### config.mk
export PLATFORM = sky130hd
export DESIGN_NAME = bus_demux4
export DESIGN_NICKNAME = d
export VERILOG_FILES = /design/src/rtl/bus_demux4.sv
export SDC_FILE = /design/constraint.sdc
export NUM_CORES = 1
export LEC_CHECK = 0
export CAP_MARGIN = 20
export CORE_AREA = 2 2 241 243
export DETAILED_ROUTE_END_ITERATION = 8
export DIE_AREA = 0 0 243 245
export SYNTH_ARGS = -nofsm -noshare
export SYNTH_HDL_FRONTEND = slang
export SYNTH_SLANG_ARGS = --single-unit
### constraint.sdc
create_clock -name clk -period 1.75 [get_ports clk]
set_input_delay 0.2625 -clock clk [delete_from_list [all_inputs] [get_ports clk]]
set_output_delay 0.2625 -clock clk [all_outputs]
set_load 0.02 [all_outputs]
### src/rtl/bus_demux4.sv
// ---------------------------------------------------------------------------
// bus_demux4
//
// 1-to-4 data-bus demultiplexer between the core data port and four slaves
// (RAM, UART, CLINT, PLIC). A request is accepted in IDLE and its address is
// decoded against four base/mask regions. The latched request goes to the
// selected slave, and that slave's response returns to the CPU as a single
// pulse. Only one transaction is outstanding at a time.
//
// Optional feature (macro BUS_DEMUX4_TIMEOUT_EN):
//   When defined, a watchdog aborts a transaction that spends TIMEOUT_CYCLES
//   cycles in SEND/WAIT and returns an error response. When undefined, no
//   counter is built and SEND/WAIT wait indefinitely.
//
// Ports:
//   clk, reset         clock, synchronous active-high reset
//   m_req_valid/ready  CPU request handshake (ready only in IDLE)
//   m_req_addr/write/wdata/strobe  CPU request fields
//   m_resp_valid       one-cycle response pulse
//   m_resp_data/err    response data (0 for stores/errors), error flag
//   s_req_valid[3:0]   one-hot request valid, bit i = slave i
//   s_req_ready[3:0]   per-slave accept
//   s_req_addr/write/wdata/strobe  latched request fields, shared
//   s_resp_valid[3:0]  per-slave response valid
//   s_resp_data[255:0] slave i data on bits [64i+63:64i]
// ---------------------------------------------------------------------------
module bus_demux4 #(
  parameter logic [63:0] BASE0 = 64'h0000_0000_8000_0000,
  parameter logic [63:0] MASK0 = 64'hFFFF_FFFF_F000_0000,
  parameter logic [63:0] BASE1 = 64'h0000_0000_4000_0000,
  parameter logic [63:0] MASK1 = 64'hFFFF_FFFF_FFFF_F000,
  parameter logic [63:0] BASE2 = 64'h0000_0000_0200_0000,
  parameter logic [63:0] MASK2 = 64'hFFFF_FFFF_FFFF_0000,
  parameter logic [63:0] BASE3 = 64'h0000_0000_0C00_0000,
  parameter logic [63:0] MASK3 = 64'hFFFF_FFFF_FC00_0000,
  parameter int          TIMEOUT_CYCLES = 256
) (
  input  logic         clk,
  input  logic         reset,
  // CPU side
  input  logic         m_req_valid,
  output logic         m_req_ready,
  input  logic [63:0]  m_req_addr,
  input  logic         m_req_write,
  input  logic [63:0]  m_req_wdata,
  input  logic [7:0]   m_req_strobe,
  output logic         m_resp_valid,
  output logic [63:0]  m_resp_data,
  output logic         m_resp_err,
  // Slave side
  output logic [3:0]   s_req_valid,
  input  logic [3:0]   s_req_ready,
  output logic [63:0]  s_req_addr,
  output logic         s_req_write,
  output logic [63:0]  s_req_wdata,
  output logic [7:0]   s_req_strobe,
  input  logic [3:0]   s_resp_valid,
  input  logic [255:0] s_resp_data
);

  typedef enum logic [2:0] {
    IDLE = 3'd0,
    SEND = 3'd1,
    WAIT = 3'd2,
    RESP = 3'd3,
    ERR  = 3'd4
  } state_t;

  state_t state, state_nxt;

  // Latched request and target
  logic [63:0] addr_q;
  logic        write_q;
  logic [63:0] wdata_q;
  logic [7:0]  strobe_q;
  logic [1:0]  tgt_q;

  // Registered response, held between pulses
  logic [63:0] rdata_q;
  logic        err_q;

  // Address decode of the incoming request
  logic        dec_hit;
  logic [1:0]  dec_idx;

  // Target-selected views of the slave inputs
  logic        tgt_ready;
  logic        tgt_resp;
  logic [63:0] tgt_data;

  logic        timeout;

  // Region i hits when (addr & MASKi) == BASEi. Lower index wins on overlap.
  function automatic logic [2:0] decode(input logic [63:0] a);
    logic [2:0] r;
    r = 3'b000;
    if ((a & MASK0) == BASE0)      r = {1'b1, 2'd0};
    else if ((a & MASK1) == BASE1) r = {1'b1, 2'd1};
    else if ((a & MASK2) == BASE2) r = {1'b1, 2'd2};
    else if ((a & MASK3) == BASE3) r = {1'b1, 2'd3};
    return r;
  endfunction

  always_comb begin
    {dec_hit, dec_idx} = decode(m_req_addr);
  end

  // Only the latched target's handshake bits matter; the others are ignored.
  always_comb begin
    tgt_ready = s_req_ready[tgt_q];
    tgt_resp  = s_resp_valid[tgt_q];
    tgt_data  = s_resp_data[{tgt_q, 6'd0} +: 64];
  end

`ifdef BUS_DEMUX4_TIMEOUT_EN
  localparam int CNT_W = $clog2(TIMEOUT_CYCLES + 1);

  logic [CNT_W-1:0] to_cnt;

  // SEND is entered only from IDLE, so clearing in IDLE clears on entry.
  always_ff @(posedge clk) begin
    if (reset) begin
      to_cnt <= '0;
    end else if (state == IDLE) begin
      to_cnt <= '0;
    end else if (state == SEND || state == WAIT) begin
      to_cnt <= to_cnt + CNT_W'(1);
    end
  end

  // Fires during the TIMEOUT_CYCLES-th cycle spent in SEND/WAIT.
  always_comb begin
    timeout = (state == SEND || state == WAIT) &&
              (to_cnt == CNT_W'(TIMEOUT_CYCLES - 1));
  end
`else
  logic unused_timeout_cfg;

  always_comb begin
    timeout            = 1'b0;
    unused_timeout_cfg = (TIMEOUT_CYCLES != 0);
  end
`endif

  // ---- state register ----
  always_ff @(posedge clk) begin
    if (reset) begin
      state <= IDLE;
    end else begin
      state <= state_nxt;
    end
  end

  // ---- next-state logic ----
  always_comb begin
    state_nxt = state;
    case (state)
      IDLE: begin
        if (m_req_valid) begin
          state_nxt = dec_hit ? SEND : ERR;
        end
      end
      SEND: begin
        // An accept in the timeout cycle is still aborted: no response has arrived.
        if (timeout) begin
          state_nxt = ERR;
        end else if (tgt_ready) begin
          state_nxt = WAIT;
        end
      end
      WAIT: begin
        // A response arriving in the timeout cycle completes normally.
        if (tgt_resp) begin
          state_nxt = RESP;
        end else if (timeout) begin
          state_nxt = ERR;
        end
      end
      RESP:    state_nxt = IDLE;
      ERR:     state_nxt = IDLE;
      default: state_nxt = IDLE;
    endcase
  end

  // ---- request latch and response register ----
  always_ff @(posedge clk) begin
    if (reset) begin
      addr_q   <= '0;
      write_q  <= 1'b0;
      wdata_q  <= '0;
      strobe_q <= '0;
      tgt_q    <= '0;
      rdata_q  <= '0;
      err_q    <= 1'b0;
    end else begin
      if (state == IDLE && m_req_valid) begin
        addr_q   <= m_req_addr;
        write_q  <= m_req_write;
        wdata_q  <= m_req_wdata;
        strobe_q <= m_req_strobe;
        tgt_q    <= dec_idx;
      end
      // RESP and ERR last one cycle, so these loads occur once per transaction.
      if (state_nxt == RESP) begin
        rdata_q <= write_q ? 64'd0 : tgt_data;
        err_q   <= 1'b0;
      end else if (state_nxt == ERR) begin
        rdata_q <= 64'd0;
        err_q   <= 1'b1;
      end
    end
  end

  // ---- output logic ----
  always_comb begin
    m_req_ready  = (state == IDLE);
    m_resp_valid = (state == RESP) || (state == ERR);
    m_resp_data  = rdata_q;
    m_resp_err   = err_q;
    s_req_valid  = (state == SEND) ? (4'b0001 << tgt_q) : 4'b0000;
    s_req_addr   = addr_q;
    s_req_write  = write_q;
    s_req_wdata  = wdata_q;
    s_req_strobe = strobe_q;
  end

endmodule

==> reports/results.ini, run 1 <==
[run_status]
status=finished with violations
violations=setup timing

[setup_path]
r2r_slack_ns=-0.12
cp_top_family=buffers and inverters
cp_slowest_cell=dfxtp_2
worstPathArrival_ns=2.34
cp-start-kind=register
crit_path_end_kind=register
path_class=register to register
crit_required_ns=2.22
r2r_cells=11
cp_common_cell=buf_12
worstPathMaxFanout=6
critical_path.cell_chain=buf_6 -> nor3_4 -> buf_12 -> buf_12 -> and2_4 -> buf_12 -> buf_12 -> buf_16 -> buf_8 -> nand2_1 -> a21oi_1
crit_start=state[1]
r2r-start=state[1]
cp.buffers_inverters=7
r2r-end=s_req_wdata[53]
cpPeakStageDelay_ns=0.33

[logic_synthesis]
ys_seq_area_share_pct=47.0
synthSimpleGateAreaFrac_pct=14.8
synthMuxAreaShare_pct=16.9
synth_nets=1305
synth_warnings=0
synth.ff_latch_count=207
syn_area_mm2=0.00881
synth-xor-area-share_pct=0
synth_fa_ha_area_share_pct=0
synth_top_family_by_area=multiplexers
synth_area_per_cell_um2=9.78
synth_compound_area_share_pct=16.1
ys_types=29
synth_cells=901

[global_route]
grt_pass1_wl_um=71400
grt_pass1_vias=10386
antenna_found_initial=18
track_usage_pct=16.2
grt_max_degree=56
overflow=0

[placed_design]
dp_hpwl_um=39800
port_buffers=611
dpl_cell_area_mm2=0.0163
gp_congestion=0.897

[routing]
routedWlPerCell_um=22.5
routed_wl_um=53300
drtIter0Drc=425
routed_via_density=4.37
drtAntennaViolNets=0
vias=10351
drc=0
first_pass_iters=5

[floorplan]
die_h_um=245
dieArea_mm2=0.0595
rows=88
core-area_mm2=0.0570
start_util_pct=15.5
fp.dieW_um=243
boundaryPins=612

[sta]
setup_tns_ns=-7.72
relSlewSlack_pct=53.2
setup_viol=165
finClkSkew_ns=0.0113
timing.final.ws_setup_ns=-0.117
slew_violations=0
final.period_utilization_pct=107
rsz0062_at_grt=yes
worst_hold_slack_ns=0.0192
clock.fmax_ghz=0.536
hold_viol=0
tightest_slew_ns=0.702
min_period_ns=1.87

[flow_run]
drv_cap=0

[worst_hold_path]
min_to=s_req_addr[15]
min-delay-start=m_req_addr[15]
hold_class=input port to register
hold_path_depth=3

[cells_and_area]
layout-drive-gt1-share_pct=22.4
final_cell_mix=392 x clkdlybuf4s50_1, 244 x nand2_1, 210 x dlygate4sd2_1
multiInputGateArea_mm2=0.00477
n_fill_cell=5891
final_common_cell=clkdlybuf4s50_1
final_nets=1985
fin_util_pct=32.2
regArea_mm2=0.00416
final_cell_area_mm2=0.0184
area_growth_pct=109

[clocking]
cts_tree=yes
cts_num_sinks=207
cts_root_buf=clkbuf_16
h-tree-depth=1
path_clk_slew_ns=0.06
insertion_delay_ns=0.55
ctsLongestPathBuffers=3
cts_made_buffers=26

[pwr]
ir_worst_vdd_mv=0.604
power_mw=13.4
power_density_mw_per_mm2=731
p_leak_nw=7.54

## flip-flops by register name, summed over array words and instances, names as in the netlist
signal and cells:
m_resp_data 64, s_req_write 1, tgt_q 2, s_req_strobe 8, state 3, s_req_wdata 64
s_req_addr 64, m_resp_err 1
## worst register-to-register path, stage by stage, from the launching register on
cell	delay, ns
dfxtp_2	0.33
buf_6	0.12
nor3_4	0.22
buf_12	0.15
buf_12	0.10
and2_4	0.15
buf_12	0.14
buf_12	0.14
buf_16	0.14
buf_8	0.12
nand2_1	0.05
a21oi_1	0.12
## cells in the mapped netlist, drive strengths merged
| master | instances | share of area [%] |
|---|---|---|
| a21o | 1 | 0.085 |
| a21oi | 142 | 8.1 |
| a31oi | 1 | 0.14 |
| a32o | 64 | 7.3 |
| and2 | 1 | 0.071 |
| and3 | 1 | 0.071 |
| and4 | 1 | 0.099 |
| buf | 41 | 3.2 |
| clkbuf | 44 | 1.9 |
| dfxtp | 207 | 47 |
| inv | 3 | 0.13 |
| mux4 | 66 | 17 |
| nand2 | 285 | 12 |
| nand2b | 2 | 0.14 |
| nand3 | 3 | 0.23 |
| nand4 | 2 | 0.14 |
| nor2 | 10 | 0.43 |
| nor2b | 3 | 0.21 |
| nor3 | 3 | 0.30 |
| nor4 | 12 | 0.85 |
| o21ai | 5 | 0.28 |
| o22ai | 2 | 0.14 |
| o31ai | 1 | 0.14 |
| or4 | 1 | 0.13 |
## stage by stage
| stage | cells | setup slack (ns) |
|---|---|---|
| floorplan | 901 | -0.0767 |
| global placement | 2270 | -0.696 |
| detailed placement | 2270 | -0.670 |
| CTS | 2345 | -0.179 |
| global route | 2368 | -0.194 |
| finish | 2371 | -0.117 |
## cell families (layout without fill, tap and decap cells)
group | Yosys count | after routing
AND/OR/NAND/NOR | 324 | 324
AO/OA/AOI/OAI | 216 | 216
flip-flops | 207 | 207
buffers and inverters | 88 | 787
multiplexers | 66 | 66
other | 0 | 6
## metal layers
layer  vias to the layer above  track usage [%]  share of wire, %
met3                        95             4.53               8.8
met1                      5043             17.7                36
li1                       4627                -                 -
met5                         -                0             0.088
met2                       578             30.3                51
met4                         8             5.05               4.0
## area by class of cell
class                   instances  area share (%)
clock buffers                  41            4.56
well taps                     765            5.20
clock inverters                 6           0.313
repair buffers                737            41.3
inverters                       3          0.0612
flip-flops and latches        207            22.6
diodes                          6          0.0816
multi-input cells             606            25.9
## power breakdown
part / internal (mW) / switching (mW) / total (mW)
registers: 4.90 / 0.0997 / 5.00
logic: 1.57 / 1.27 / 2.84
clock network: 3.40 / 2.19 / 5.59
total: 9.88 / 3.56 / 13.4
## timing repair
item,in CTS,in global routing
endpoints found under the setup margin,286,201
pin swaps,29,84
hold endpoints to repair,1,0
cloned,8,12
hold buffers,1,0
setup buffers,19,13
gates resized for setup,313,119
## how the worst max path moves through the flow
stage	endpoint	slack (ns)	depth (start not counted)
after floorplan	m_resp_data[28]	-0.08	4
after global placement	m_resp_data[37]	-0.70	8
after detailed placement	m_resp_data[19]	-0.67	8
after CTS	m_resp_data[39]	-0.18	9
after global routing	s_req_wdata[53]	-0.19	11
final	s_req_wdata[53]	-0.12	11
Power figures use the tool's default switching activity.
==> run 2: changes to the inputs <==
--- a/config.mk
+++ b/config.mk
@@ -9,6 +9,7 @@
 export CORE_AREA = 2 2 241 243
 export DETAILED_ROUTE_END_ITERATION = 8
 export DIE_AREA = 0 0 243 245
+export HOLD_SLACK_MARGIN = 0.08
 export SYNTH_ARGS = -nofsm -noshare
 export SYNTH_HDL_FRONTEND = slang
 export SYNTH_SLANG_ARGS = --single-unit
==> run 2 against run 1 <==
Compared with the run above:
- the run still ends with setup timing left
- sequential share of layout area hardly changed
- non-clock buffer count is 2 higher
- largest cell class unchanged
- worst setup slack worse by 0.0014 ns
- clock power hardly changed
- total power hardly changed
- register-to-register slack hardly changed
- maximum frequency hardly changed
- largest power group unchanged
- global-route usage stayed put
- design area hardly changed
- clock skew is 0.00058 ns lower
- final cell count hardly changed
==> reports/results.ini, run 2 (synthesis gave the netlist of run 1 again) <==
[routing]
first_pass_iters=5
drtAntennaViolNets=0
routed_wl_um=53300
drc=0
routed_via_density=4.38
drtIter0Drc=441
routedWlPerCell_um=22.5
vias=10395

[sta]
rsz0062_at_grt=yes
tightest_slew_ns=0.706
finClkSkew_ns=0.0108
slew_violations=0
hold_viol=0
setup_viol=169
min_period_ns=1.87
final.period_utilization_pct=107
clock.fmax_ghz=0.535
timing.final.ws_setup_ns=-0.118
relSlewSlack_pct=53.0

[setup_path]
critical_path.cell_chain=buf_6 -> nor3_4 -> buf_12 -> buf_12 -> and2_4 -> buf_12 -> buf_12 -> buf_16 -> buf_8 -> nand2_1 -> a21oi_1
cp-start-kind=register
cp_common_cell=buf_12
cp_slowest_cell=dfxtp_2
crit_required_ns=2.22
crit_path_end_kind=register
worstPathMaxFanout=6
path_class=register to register
worstPathArrival_ns=2.34
cpPeakStageDelay_ns=0.33

[floorplan]
core-area_mm2=0.0570
start_util_pct=15.5
boundaryPins=612
rows=88
fp.dieW_um=243
dieArea_mm2=0.0595
die_h_um=245

[cells_and_area]
final_nets=1987
fin_util_pct=32.3
final_cell_mix=392 x clkdlybuf4s50_1, 244 x nand2_1, 210 x dlygate4sd2_1
final_common_cell=clkdlybuf4s50_1
area_growth_pct=109
fin_cells=2372
layout-drive-gt1-share_pct=22.3

[clocking]
path_clk_slew_ns=0.06
insertion_delay_ns=0.55
cts_tree=yes
ctsLongestPathBuffers=3
cts_root_buf=clkbuf_16
h-tree-depth=1
cts_made_buffers=26
cts_num_sinks=207

[pwr]
p_leak_nw=7.55
netSwitchingPower_mw=3.56
ir_worst_vdd_mv=0.606
comb_power_share_pct=21.2
pwr-share-seq_pct=37.2
clkPwrFrac_pct=41.6
p_int_mw=9.88
power_density_mw_per_mm2=730
sw_frac_of_total_pct=26.5

[placed_design]
port_buffers=611
dp_hpwl_um=39800
dp_cells=2270
gp_congestion=0.897
place_ws_ns=-0.670

[global_route]
track_usage_pct=16.2
grt_max_degree=56
grt_pass1_wl_um=71400
antenna_found_initial=18
overflow=0
grt_pass1_vias=10386

[run_status]
violations=setup timing
status=finished with violations

[flow_run]
drv_cap=0

[worst_hold_path]
hold_class=input port to register

run 2: area by class of cell:
| type | count | area [um^2] |
|---|---|---|
| antenna | 5 | 12.5 |
| clock buffer | 41 | 838 |
| clock inverter | 6 | 57.6 |
| fill | 5891 | 38600 |
| inverter | 3 | 11.3 |
| multi-input combinational | 606 | 4770 |
| sequential | 207 | 4160 |
| tap | 765 | 957 |
| timing repair buffer | 739 | 7610 |
run 2: routing by layer:
| layer | part of all wire [%] | GRT usage, % |
|---|---|---|
| met1 | 36 | 17.7 |
| met2 | 51 | 30.3 |
| met3 | 8.8 | 4.53 |
| met4 | 4.0 | 5.05 |
| met5 | 0.092 | 0 |
run 2: what timing repair did:
item                       CTS  global route
setup buffers               19            13
gates resized for setup    313           119
hold buffers                 1             2
hold endpoints to repair     1             2
pin swaps                   29            84
cloned                       8            12
setup endpoints to repair  286           201
run 2: final timing paths:
| path | start | slack [ns] | to | cells after the start |
|---|---|---|---|---|
| hold reg to reg | s_req_addr[62] | 0.45 | s_req_addr[62] | 2 |
| setup reg to reg | state[1] | -0.12 | s_req_wdata[53] | 11 |
| setup / recovery | state[1] | -0.12 | s_req_wdata[53] | 11 |
| hold / removal | m_req_addr[36] | 0.12 | s_req_addr[36] | 3 |
run 2: power groups by stage:
stage / clock [mW] / combinational [mW] / sequential, mW
after floorplan: 0 / 0.572 / 5.33
after global placement: 0 / 2.54 / 5.10
after detailed placement: 0 / 2.55 / 5.11
after CTS: 5.76 / 2.67 / 5.00
after global routing: 5.90 / 2.99 / 5.03
final: 5.60 / 2.84 / 5.00
run 2: worst max-delay path: cells and delay by family (launching register included):
family,cells,cell delay [ns]
compound gates,1,0.12
buf+inv,7,0.89
flops,1,0.33
simple gates,3,0.42
run 2: metrics by stage:
stage | cell area (um^2) | total power, mW | hold WS, ns | TNS, ns
after detailed placement | 16300 | 7.66 | 0.448 | -44.71
after floorplan | 8840 | 5.90 | 0.361 | -1.53
after global routing | 18400 | 13.9 | 0.119 | -21.54
final | 18400 | 13.4 | 0.123 | -8.24
after global placement | 16300 | 7.64 | 0.441 | -46.76
after CTS | 17700 | 13.4 | 0.0844 | -15.07
==> run 3: changes to the inputs <==
--- a/config.mk
+++ b/config.mk
@@ -6,10 +6,14 @@
 export NUM_CORES = 1
 export LEC_CHECK = 0
 export CAP_MARGIN = 20
-export CORE_AREA = 2 2 241 243
+export CELL_PAD_IN_SITES_DETAIL_PLACEMENT = 1
+export CELL_PAD_IN_SITES_GLOBAL_PLACEMENT = 1
+export CORE_AREA = 2 2 236 238
 export DETAILED_ROUTE_END_ITERATION = 8
-export DIE_AREA = 0 0 243 245
+export DIE_AREA = 0 0 238 240
 export HOLD_SLACK_MARGIN = 0.08
+export PLACE_DENSITY_LB_ADDON = 0.1
+export SLEW_MARGIN = 30
 export SYNTH_ARGS = -nofsm -noshare
 export SYNTH_HDL_FRONTEND = slang
 export SYNTH_SLANG_ARGS = --single-unit
==> run 3 against run 2 <==
Compared with the run above:
- design area fell by 3.2%
- via count fell by 5.3%
- maximum frequency rose by 0.82%
- core utilization rose by 0.31 points
- register-to-register slack improved by 0.05 ns
- combinational power fell by 11%
- sequential cell count did not move
- sequential power barely moved
- the run still ends with setup timing left
- sequential share of layout area rose by 0.78 points
- worst setup slack improved by 0.015 ns
- total power fell by 1.9%
==> reports/results.ini, run 3 (synthesis gave the netlist of run 1 again) <==
[run_status]
status=finished with violations
violations=setup timing

[routing]
drtIter0Drc=290
dr_wl_met3_um=5260
wl_met2_um=29500
vias=9840
routed_via_density=4.27
met1_length_um=19600
highest-signal-layer=met5
first_pass_iters=6
routed_wl_um=55300
routedWlPerCell_um=24.0
drtAntennaViolNets=0
drc=0

[floorplan]
die_h_um=240
fp.dieW_um=238
rows=86
boundaryPins=612
dieArea_mm2=0.0571
core-area_mm2=0.0547
start_util_pct=16.1

[setup_path]
worstPathMaxFanout=2
worstPathArrival_ns=1.59
critical_path.cell_chain=nand2b_4 -> buf_6 -> nor4_4 -> buf_12
cp.buffers_inverters=2
r2r-end=tgt_q[1]
r2r-start=tgt_q[0]
cpPeakStageDelay_ns=0.32
crit_end=s_req_valid[0]
cp-start-kind=register
cp_top_family=simple AND/OR/NAND/NOR gates
crit_start=state[1]
worstSetupPathDepth=4
crit_required_ns=1.49
r2r_slack_ns=-0.07
crit_path_end_kind=output port
path_class=register to output port
r2r_cells=6
cp_slowest_cell=dfxtp_2

[worst_hold_path]
hold_class=input port to register

[cells_and_area]
fin_cells=2304
final_nets=1978
final_cell_mix=400 x clkdlybuf4s50_1, 283 x nand2_1, 202 x dfxtp_1, 202 x dlygate4sd2_1, 141 x a21oi_1
fin_util_pct=32.6
layout-drive-gt1-share_pct=16.1
final_common_cell=clkdlybuf4s50_1
area_growth_pct=102

[pwr]
ir_worst_vdd_mv=0.575
power_mw=13.2
p_leak_nw=7.32
power_density_mw_per_mm2=740

[sta]
finClkSkew_ns=0.0155
tightest_slew_ns=0.651
final.period_utilization_pct=106
worst_hold_slack_ns=0.238
setup_tns_ns=-3.00
slew_violations=0
clock.fmax_ghz=0.540
setup_viol=67
hold_viol=0
min_period_ns=1.85
timing.final.ws_setup_ns=-0.103
rsz0062_at_grt=yes
relSlewSlack_pct=56.6

[global_route]
grt_pass1_vias=10436
grt_pass1_wl_um=73700
overflow=0
grt_max_degree=116
antenna_found_initial=12
track_usage_pct=17.8

[clocking]
cts_root_buf=clkbuf_16
cts_made_buffers=29
cts_tree=yes
h-tree-depth=1
cts_num_sinks=207
ctsLongestPathBuffers=3
path_clk_slew_ns=0.06
insertion_delay_ns=0.56

[placed_design]
port_buffers=611
dp_cells=2200
dp_hpwl_um=40500
gp_congestion=0.831

[flow_run]
drv_cap=0

-- run 3: area by class of cell --
type	count	area (um^2)
Antenna cell	6	15.0
Clock inverter	5	52.6
Tap cell	704	881
Timing Repair Buffer	725	7460
Fill cell	6198	36800
Inverter	3	11.3
Multi-Input combinational cell	608	4380
Clock buffer	46	850
Sequential cell	207	4160
-- run 3: worst register-to-register path: cells and delay by family, from the launching register on --
kind                   cells  cell delay, ns
multiplexers               1            0.54
flip-flops                 1            0.38
AND/OR/NAND/NOR            1            0.09
AO/OA/AOI/OAI              2            0.39
buffers and inverters      2            0.32
-- run 3: repair_timing --
item | 4_1_cts | 5_1_grt
endpoints found under the setup margin | 275 | 147
gates resized for setup | 261 | 27
hold buffers | 0 | 2
setup buffers | 18 | 10
pin swaps | 38 | 39
gates cloned | 11 | 13
hold endpoints to repair | 0 | 2
-- run 3: per-stage QoR --
step	setup WS [ns]	cell area, um^2
5_1_grt	-0.171	17800
6_report	-0.103	17800
2_1_floorplan	-0.0767	8840
4_1_cts	-0.163	17400
3_5_place_dp	-0.679	16100
3_3_place_gp	-0.656	16100
-- run 3: worst min-delay path by stage --
stage / startpoint / end / slack (ns) / depth (start not counted)
2_1_floorplan: m_req_addr[30] / tgt_q[1] / 0.36 / 1
3_3_place_gp: s_req_wdata[44] / s_req_wdata[44] / 0.44 / 2
3_5_place_dp: s_req_addr[47] / s_req_addr[47] / 0.45 / 2
4_1_cts: reset / tgt_q[0] / 0.18 / 5
5_1_grt: reset / tgt_q[0] / 0.24 / 5
6_report: reset / tgt_q[0] / 0.24 / 5
-- run 3: metal layers --
layer | GRT usage (%) | vias up
li1 | - | 4615
met1 | 17.9 | 4789
met2 | 34.0 | 367
met3 | 7.29 | 57
met4 | 3.83 | 12
met5 | 0 | -
-- run 3: report_power, final --
group	total [mW]	switching, mW	internal [mW]
logic	2.54	1.11	1.44
registers	5.00	0.0915	4.90
clock network	5.65	2.22	3.43
total	13.2	3.42	9.77
